File: src/rtl/face_stabilizer.sv
// face_stabilizer: debounces the 3x3 face colour grid produced by the
// colour-binning stage. A face is committed only after STABLE_FRAMES
// consecutive identical, fully classified frames. Committing presents the
// face on o_face and raises o_face_new for one cycle.
//
// Transfer semantics: i_frame_done is a valid-only strobe. There is no
// ready, and the block accepts every frame_done pulse. The colour inputs
// are sampled only in a cycle with i_frame_done=1 and are ignored
// otherwise. o_face_new is a one-cycle valid pulse with no backpressure,
// and o_face holds its value until the next commit, an i_clear or an i_rst.
module face_stabilizer #(
    parameter int          STABLE_FRAMES = 4,
    parameter logic [2:0]  UNKNOWN_CODE  = 3'b111
) (
    input  logic        i_clk,
    input  logic        i_rst,
    input  logic [2:0]  i_color0,
    input  logic [2:0]  i_color1,
    input  logic [2:0]  i_color2,
    input  logic [2:0]  i_color3,
    input  logic [2:0]  i_color4,
    input  logic [2:0]  i_color5,
    input  logic [2:0]  i_color6,
    input  logic [2:0]  i_color7,
    input  logic [2:0]  i_color8,
    input  logic        i_frame_done,
    input  logic        i_clear,
    output logic [26:0] o_face,
    output logic        o_face_valid,
    output logic        o_face_new,
    output logic [3:0]  o_match_cnt,
    output logic [1:0]  o_state
);

    localparam logic [1:0] ST_EMPTY    = 2'd0;
    localparam logic [1:0] ST_COUNTING = 2'd1;
    localparam logic [1:0] ST_STABLE   = 2'd2;

    localparam logic [3:0] STABLE_CNT  = 4'(STABLE_FRAMES);
    localparam bit         SINGLE      = (STABLE_FRAMES == 1);

    logic [26:0] sample;
    logic [26:0] cand;
    logic [26:0] face;
    logic        face_valid;
    logic        face_new;
    logic [3:0]  cnt;
    logic [1:0]  state;
    logic        has_unknown;
    logic        same_as_cand;
    logic        differs_from_face;

    assign sample = {i_color8, i_color7, i_color6, i_color5, i_color4,
                     i_color3, i_color2, i_color1, i_color0};

    // Flag a frame that has at least one unclassified cell.
    always_comb begin
        has_unknown = 1'b0;
        for (int n = 0; n < 9; n++) begin
            if (sample[3*n +: 3] == UNKNOWN_CODE) begin
                has_unknown = 1'b1;
            end
        end
    end

    // Compare the sampled frame with the candidate and with the committed
    // face. Every commit loads the candidate from the sample, so the sample
    // is the face that would be committed.
    always_comb begin
        same_as_cand      = (sample == cand);
        differs_from_face = !face_valid || (sample != face);
    end

    // Candidate tracking, the match counter and the commit of a stable face.
    always_ff @(posedge i_clk) begin
        face_new <= 1'b0;
        if (i_rst) begin
            state      <= ST_EMPTY;
            cand       <= '0;
            cnt        <= '0;
            face       <= '0;
            face_valid <= 1'b0;
        end else if (i_clear) begin
            state      <= ST_EMPTY;
            cand       <= '0;
            cnt        <= '0;
            face       <= '0;
            face_valid <= 1'b0;
        end else if (i_frame_done) begin
            if (has_unknown) begin
                // The candidate is kept, but the frame breaks the run.
                state <= ST_EMPTY;
                cnt   <= '0;
            end else begin
                case (state)
                    ST_EMPTY: begin
                        cand <= sample;
                        cnt  <= 4'd1;
                        if (SINGLE) begin
                            state <= ST_STABLE;
                            if (differs_from_face) begin
                                face       <= sample;
                                face_valid <= 1'b1;
                                face_new   <= 1'b1;
                            end
                        end else begin
                            state <= ST_COUNTING;
                        end
                    end
                    ST_COUNTING: begin
                        if (same_as_cand) begin
                            cnt <= cnt + 4'd1;
                            if (cnt + 4'd1 == STABLE_CNT) begin
                                state <= ST_STABLE;
                                if (differs_from_face) begin
                                    face       <= sample;
                                    face_valid <= 1'b1;
                                    face_new   <= 1'b1;
                                end
                            end
                        end else begin
                            cand <= sample;
                            cnt  <= 4'd1;
                        end
                    end
                    ST_STABLE: begin
                        if (same_as_cand) begin
                            cnt <= STABLE_CNT;
                        end else begin
                            cand <= sample;
                            cnt  <= 4'd1;
                            if (SINGLE) begin
                                if (differs_from_face) begin
                                    face       <= sample;
                                    face_valid <= 1'b1;
                                    face_new   <= 1'b1;
                                end
                            end else begin
                                state <= ST_COUNTING;
                            end
                        end
                    end
                    default: begin
                        state <= ST_EMPTY;
                        cnt   <= '0;
                    end
                endcase
            end
        end
    end

    assign o_face       = face;
    assign o_face_valid = face_valid;
    assign o_face_new   = face_new;
    assign o_match_cnt  = cnt;
    assign o_state      = state;

endmodule

File: config.mk
export PLATFORM = sky130hd
export DESIGN_NAME = face_stabilizer
export DESIGN_NICKNAME = d
export VERILOG_FILES = /design/src/rtl/face_stabilizer.sv
export SDC_FILE = /design/constraint.sdc
export NUM_CORES = 1
export LEC_CHECK = 0
export BUFFER_PORTS_ARGS = -buffer_cell sky130_fd_sc_hd__buf_4
export CAP_MARGIN = 5
export CORE_ASPECT_RATIO = 1.5
export CORE_UTILIZATION = 50
export CTS_CLUSTER_SIZE = 16
export DETAILED_ROUTE_END_ITERATION = 8
export GPL_ROUTABILITY_DRIVEN = 0
export PLACE_DENSITY = 0.74
export SETUP_SLACK_MARGIN = 0.2
export SLEW_MARGIN = 30
export SYNTH_ARGS = -nofsm -noshare
export SYNTH_HDL_FRONTEND = slang
export SYNTH_SLANG_ARGS = --single-unit
File: constraint.sdc
create_clock -name i_clk -period 2.9 [get_ports i_clk]
set_input_delay 0.87 -clock i_clk [delete_from_list [all_inputs] [get_ports i_clk]]
set_output_delay 0.87 -clock i_clk [all_outputs]
set_load 0.1 [all_outputs]
==> results of run 1 <==
==> power breakdown <==
part / total [mW] / internal [mW] / leakage (nW) / switching (mW)
Combinational: 0.224 / 0.0950 / 1.10 / 0.129
Sequential: 0.867 / 0.860 / 0.500 / 0.00678
Clock: 0.710 / 0.377 / 0.0954 / 0.333
==> layout by cell type, fill, tap and decap left out, types with 2 or more instances in the layout <==
cell type	count
buf_4	75
dfxtp_1	62
nand3_1	39
a21oi_1	32
nor2_1	30
mux2i_1	28
o21ai_0	28
xor2_1	27
xnor2_1	27
clkbuf_8	12
nand4_1	9
and3_1	6
ha_1	6
nand2_1	5
inv_1	4
nor4_4	3
nor3_1	3
nor4_2	2
nand4_2	2
nor4_1	2
a31oi_1	2
and4_1	2
nor2b_1	2
o2111ai_1	2
clkinv_2	2
buf_12	2
==> registers in the layout, summed over array words and instances, names as in the netlist <==
register / count
cand: 27
o_face: 27
o_face_new: 1
o_face_valid: 1
o_match_cnt: 4
o_state: 2
==> tightest hold or removal path, delay by kind of cell, from the launching register on <==
family | cells | cell delay [ns]
flops | 1 | 0.33
compound gates | 2 | 0.13
==> worst max-delay path by stage <==
stage | startpoint | to | slack [ns] | depth (start not counted)
after floorplan | o_match_cnt[0] | o_face[17] | 0.38 | 8
after global placement | i_color5[1] | cand[11] | 0.13 | 8
after detailed placement | i_color5[1] | cand[24] | 0.08 | 8
after CTS | i_color5[1] | cand[24] | 0.42 | 8
after global routing | i_color5[1] | cand[24] | 0.23 | 8
final | i_color5[1] | cand[24] | 0.42 | 8
==> cells by family (layout without fill, tap and decap cells) <==
family | after synthesis | after routing
and+or+nand+nor | 112 | 112
adders and majority gates | 6 | 6
buffers and inverters | 24 | 98
AOI/OAI and AO/OA | 75 | 75
muxes | 28 | 28
DFF | 62 | 62
xor gates and xnor gates | 54 | 54
==> final cells by class <==
class / instances / area (µm²)
Clock buffer: 13 / 169
Fill cell: 554 / 2190
Tap cell: 74 / 92.6
Multi-Input combinational cell: 275 / 1930
Sequential cell: 62 / 1240
Clock inverter: 3 / 17.5
Inverter: 5 / 18.8
Timing Repair Buffer: 77 / 603
==> routing by layer <==
layer | wire length, µm | global-route usage [%] | vias to the layer above | part of all wire, %
met3 | 373 | 6.19 | 20 | 4.4
li1 | - | - | 1428 | -
met5 | 0 | 0 | - | 0
met1 | 3490 | 32.5 | 1409 | 41
met2 | 4440 | 44.8 | 80 | 52
met4 | 235 | 12.7 | 0 | 2.8
==> reports/qor.txt, run 1 <==
Post-place setup slack: 0.0768 ns
Crit end category: register
Post-synthesis adder-cell area fraction: 2.27%
Die width: 68.3 µm
Hold Crit Class: reg -> reg
Cells after Synth: 361
R2r worst-path depth: 7
Synth Area in XOR/XNOR: 14.3%
Vias: 2937
CTS clk-pin slew, worst paths: 0.06 ns
Worst Path Arrival: 2.70 ns
DRC viols: 0
Max_slew headroom: 63.9%
Critical path cell sequence: buf_4, xor2_1, nor4_1, nand3_1, o311ai_4, buf_12, mux2i_1, nor2_1
Slew Viols, Final: 0
CP required: 3.12 ns
Top post-synthesis cells by count: dfxtp_1, nand3_1, a21oi_1
Register area share after synthesis: 37.6%
Compound-cell area share of the yosys netlist: 13.3%
PwrDens: 442 mW/mm²
Antenna diode count: 0
Row Count: 35
Mean Syn Cell Area: 9.14 µm²
Drt total wl: 8530 µm
Setup WS post-layout: 0.419 ns
H-Tree Depth: 3
Die ar.: 0.00694 mm²
Fin crit period: 2.48 ns
R2R Path End: cand[24]
Largest family of logic cells by synthesized area: simple AND/OR/NAND/NOR gates
Clock tree root buffer cell: clkbuf_8
Vias in the first global route: 2771
# Max-Cap Violations: 0
Final setup violation count: 0
Hold Path Depth: 2
Post-route clock period utilization: 85.6%
Synth Register Bits: 62
Die Span Y: 102 µm
Unrepaired setup endpoints after global routing: false
GRT overflow: 0
Synth warnings: 0
Setup tns final: 0 ns
Buf/Inv on CP: 2
Syn Nets: 398
DP HPWL: 6260 µm
Fin nets: 467
Core Util, Final: 65.0%
Synth Flop Type: dfxtp_1
FF-to-FF Start: cand[16]
Port bufs: 65
Via/cell ratio: 5.77
Slowest CP cell: nor4_1
CTS sink cnt: 62
Reg2Reg Setup Slack: 0.74 ns
Hold buffers post-CTS: 0
Synth area leader: dfxtp_1
Hold_sp: o_face[10]
Number of synthesized flops with an enable pin: 0
Clk_lat worst skew: 0.34 ns
CTS resizes: 0
Kind of cell adding the most delay to the critical path: simple AND/OR/NAND/NOR gates
Max Clock Freq: 403 MHz
Setup bufs post-CTS: 0
Worst-case clock buffer depth: 2
Clock Skew: 0.00528 ns
Synth top area share: 37.6%
Peak supply drop: 0.338 mV
Post-DP Area: 0.00388 mm²
Synth unique cells: 47
DRC marker count from the first detailed-route iteration: 97
Initial antenna violation count: 0
Simple-Gate Fraction of Synth Area: 19.7%
CP Launch Type: primary input
CP Max Fanout: 27
Crit Path Class: in -> reg
Largest net degree at the start of global routing: 32
Final Hold Vio Count: 0
Starting Density: 52.7%
Worst-margin pin slew: 0.537 ns
Most common cell in the netlist: dfxtp_1
I/O pin count: 66
Top post-synthesis cells by area: dfxtp_1, mux2i_1, xnor2_1, xor2_1, nand3_1
CTS tree: yes
Core area: 0.00626 mm²
Worst Hold Path EP: o_face[10]
DP Cell Count: 493
Share of layout cells above drive strength 1: 23.9%
Lkg Pwr: 1.70 nW
ANT nets after route: 0
Layout area overhead: 23.3%
Hold_ws: 0.505 ns
Pwr Total: 1.80 mW
Largest stage delay, worst path: 0.42 ns
Cell Area, Synth: 0.00330 mm²
Async S/R FF share, synth: 0%
Total CTS buffers: 9
First drt pass iteration count: 4
GRT Resource Usage Total: 27.1%
Status: completed
First-pass GRT wire length: 13600 µm
Post-synthesis mux area share: 8.49%
Post-route insts no fill: 509
WL per Instance: 16.8 µm
Final instance area: 0.00407 mm²
No activity file was read; power rests on OpenSTA's default activity.
==> run 2, diff against run 1 <==
Settings changed: CORE_UTILIZATION 50 to 30, GPL_TIMING_DRIVEN set to 0, PLACE_DENSITY 0.74 to not set.
==> reports/qor.txt, run 2 (synthesized netlist as in run 1, its figures left out) <==
Combinational fraction of design power: 10.4%
ANT nets after route: 0
Total CTS buffers: 9
Clk network pwr share: 51.9%
Share of layout cells above drive strength 1: 24.3%
Largest net degree at the start of global routing: 11
Row Count: 46
DP HPWL: 7580 µm
Final Hold Vio Count: 0
Fillers: 1091
Internal power: 1.78 mW
Worst-margin pin slew: 0.579 ns
Max_slew headroom: 61.4%
CP Max Fanout: 10
CP required: 3.16 ns
Fin crit period: 2.59 ns
Vias in the first global route: 2965
Crit Path Class: in -> reg
Via/cell ratio: 5.06
Reg area: 0.00124 mm²
Unrepaired setup endpoints after global routing: false
Antenna diode count: 0
CTS clk-pin slew, worst paths: 0.05 ns
Worst Path Arrival: 2.85 ns
Lkg Pwr: 1.78 nW
Switching pwr: 0.523 mW
Peak supply drop: 0.267 mV
Clock tree root buffer cell: clkbuf_16
Clock Skew: 0.00642 ns
Layout area overhead: 32.0%
Worst-case clock buffer depth: 2
DP Cell Count: 570
Multi-input logic area: 0.00196 mm²
DRC marker count from the first detailed-route iteration: 157
Post-route clock period utilization: 89.4%
I/O pin count: 66
Most frequent cells in the layout: buf_4, dfxtp_1, nand3_1, a21oi_1, nor2_1
Hold Crit Class: reg -> reg
Vias: 2978
Die width: 87.6 µm
Die ar.: 0.0114 mm²
Initial antenna violation count: 0
Most common cell after layout, fill and taps aside: buf_4
Die Span Y: 130 µm
First-pass GRT wire length: 15400 µm
Setup tns final: 0 ns
H-Tree Depth: 3
Reg power frac: 37.7%
GRT Resource Usage Total: 18.2%
Crit end category: register
Clk_lat worst skew: 0.33 ns
Fin nets: 476
CTS tree: yes
Starting Density: 31.0%
Slew Viols, Final: 0
Final setup violation count: 0
CP Launch Type: primary input
GRT overflow: 0
Status: completed
Switching Fraction: 22.7%
Core area: 0.0106 mm²
PwrDens: 529 mW/mm²
Drt total wl: 9920 µm
DRC viols: 0
Max Clock Freq: 386 MHz
First drt pass iteration count: 4
WL per Instance: 16.9 µm
CTS sink cnt: 62
# Max-Cap Violations: 0
Port bufs: 65
Post-route insts no fill: 588
-- run 2: cell types whose count changed in the layout (fill, tap and decap cells not counted), sizes merged --
cell,before,now
clkbuf,13,23
clkinvlp,1,0
buf,77,76
bufinv,0,2
clkinv,3,2
-- run 2: stage by stage --
stage | power [mW] | worst slack (ns) | hold WS [ns] | instance area, µm² | util, %
after floorplan | 1.02 | 0.380 | 0.484 | 3300 | -
after global placement | 1.12 | -0.226 | 0.492 | 3970 | 37.3
after detailed placement | 1.12 | -0.255 | 0.498 | 3970 | 37.3
after CTS | 2.32 | 0.208 | 0.504 | 4310 | 40.5
after global routing | 2.38 | 0.201 | 0.527 | 4360 | 40.9
final | 2.31 | 0.308 | 0.502 | 4360 | 40.9
-- run 2: power by group through the flow --
stage / logic (mW) / clock network [mW] / registers [mW]
after detailed placement: 0.236 / 0 / 0.886
after floorplan: 0.130 / 0 / 0.892
after global placement: 0.234 / 0 / 0.886
after CTS: 0.237 / 1.21 / 0.868
final: 0.240 / 1.20 / 0.869
after global routing: 0.257 / 1.25 / 0.869
-- run 2: repair_timing --
action / CTS / global route
resized for setup: 2 / 5
buffers inserted: 0 / 2
pin swaps: 0 / 1
endpoints found under the setup margin: 21 / 41
hold buffers: 0 / 0
-- run 2: critical path, stage by stage --
cell,delay [ns]
buf_4,0.14
xnor2_1,0.27
nand4_1,0.21
nor4_4,0.45
a211o_1,0.37
buf_2,0.29
o21ai_0,0.12
a21oi_1,0.14
-- run 2: layer usage --
layer | part of all wire [%] | wire (µm) | GRT usage [%]
met1 | 40 | 4000 | 20.3
met2 | 53 | 5260 | 32.6
met3 | 3.1 | 308 | 3.20
met4 | 3.5 | 352 | 9.64
met5 | 0 | 0 | 0
-- run 2: final timing paths --
| check | from | to | slack, ns | cells past startpoint |
|---|---|---|---|---|
| setup / recovery | i_color6[1] | o_face[16] | 0.31 | 8 |
| hold / removal | o_face[0] | o_face[0] | 0.50 | 2 |
| setup reg to reg | o_match_cnt[0] | o_face[24] | 0.58 | 8 |
| hold reg to reg | o_face[0] | o_face[0] | 0.50 | 2 |
-- run 2: cell type report --
type                       instances  share of cell area [%]
multi-input combinational        275                    44.9
timing repair buffer              67                    11.5
sequential                        62                    28.5
tap                              144                    4.13
clock buffer                      13                    6.20
clock inverter                     3                    1.49
inverter                           5                   0.431
buffer                            19                    2.84
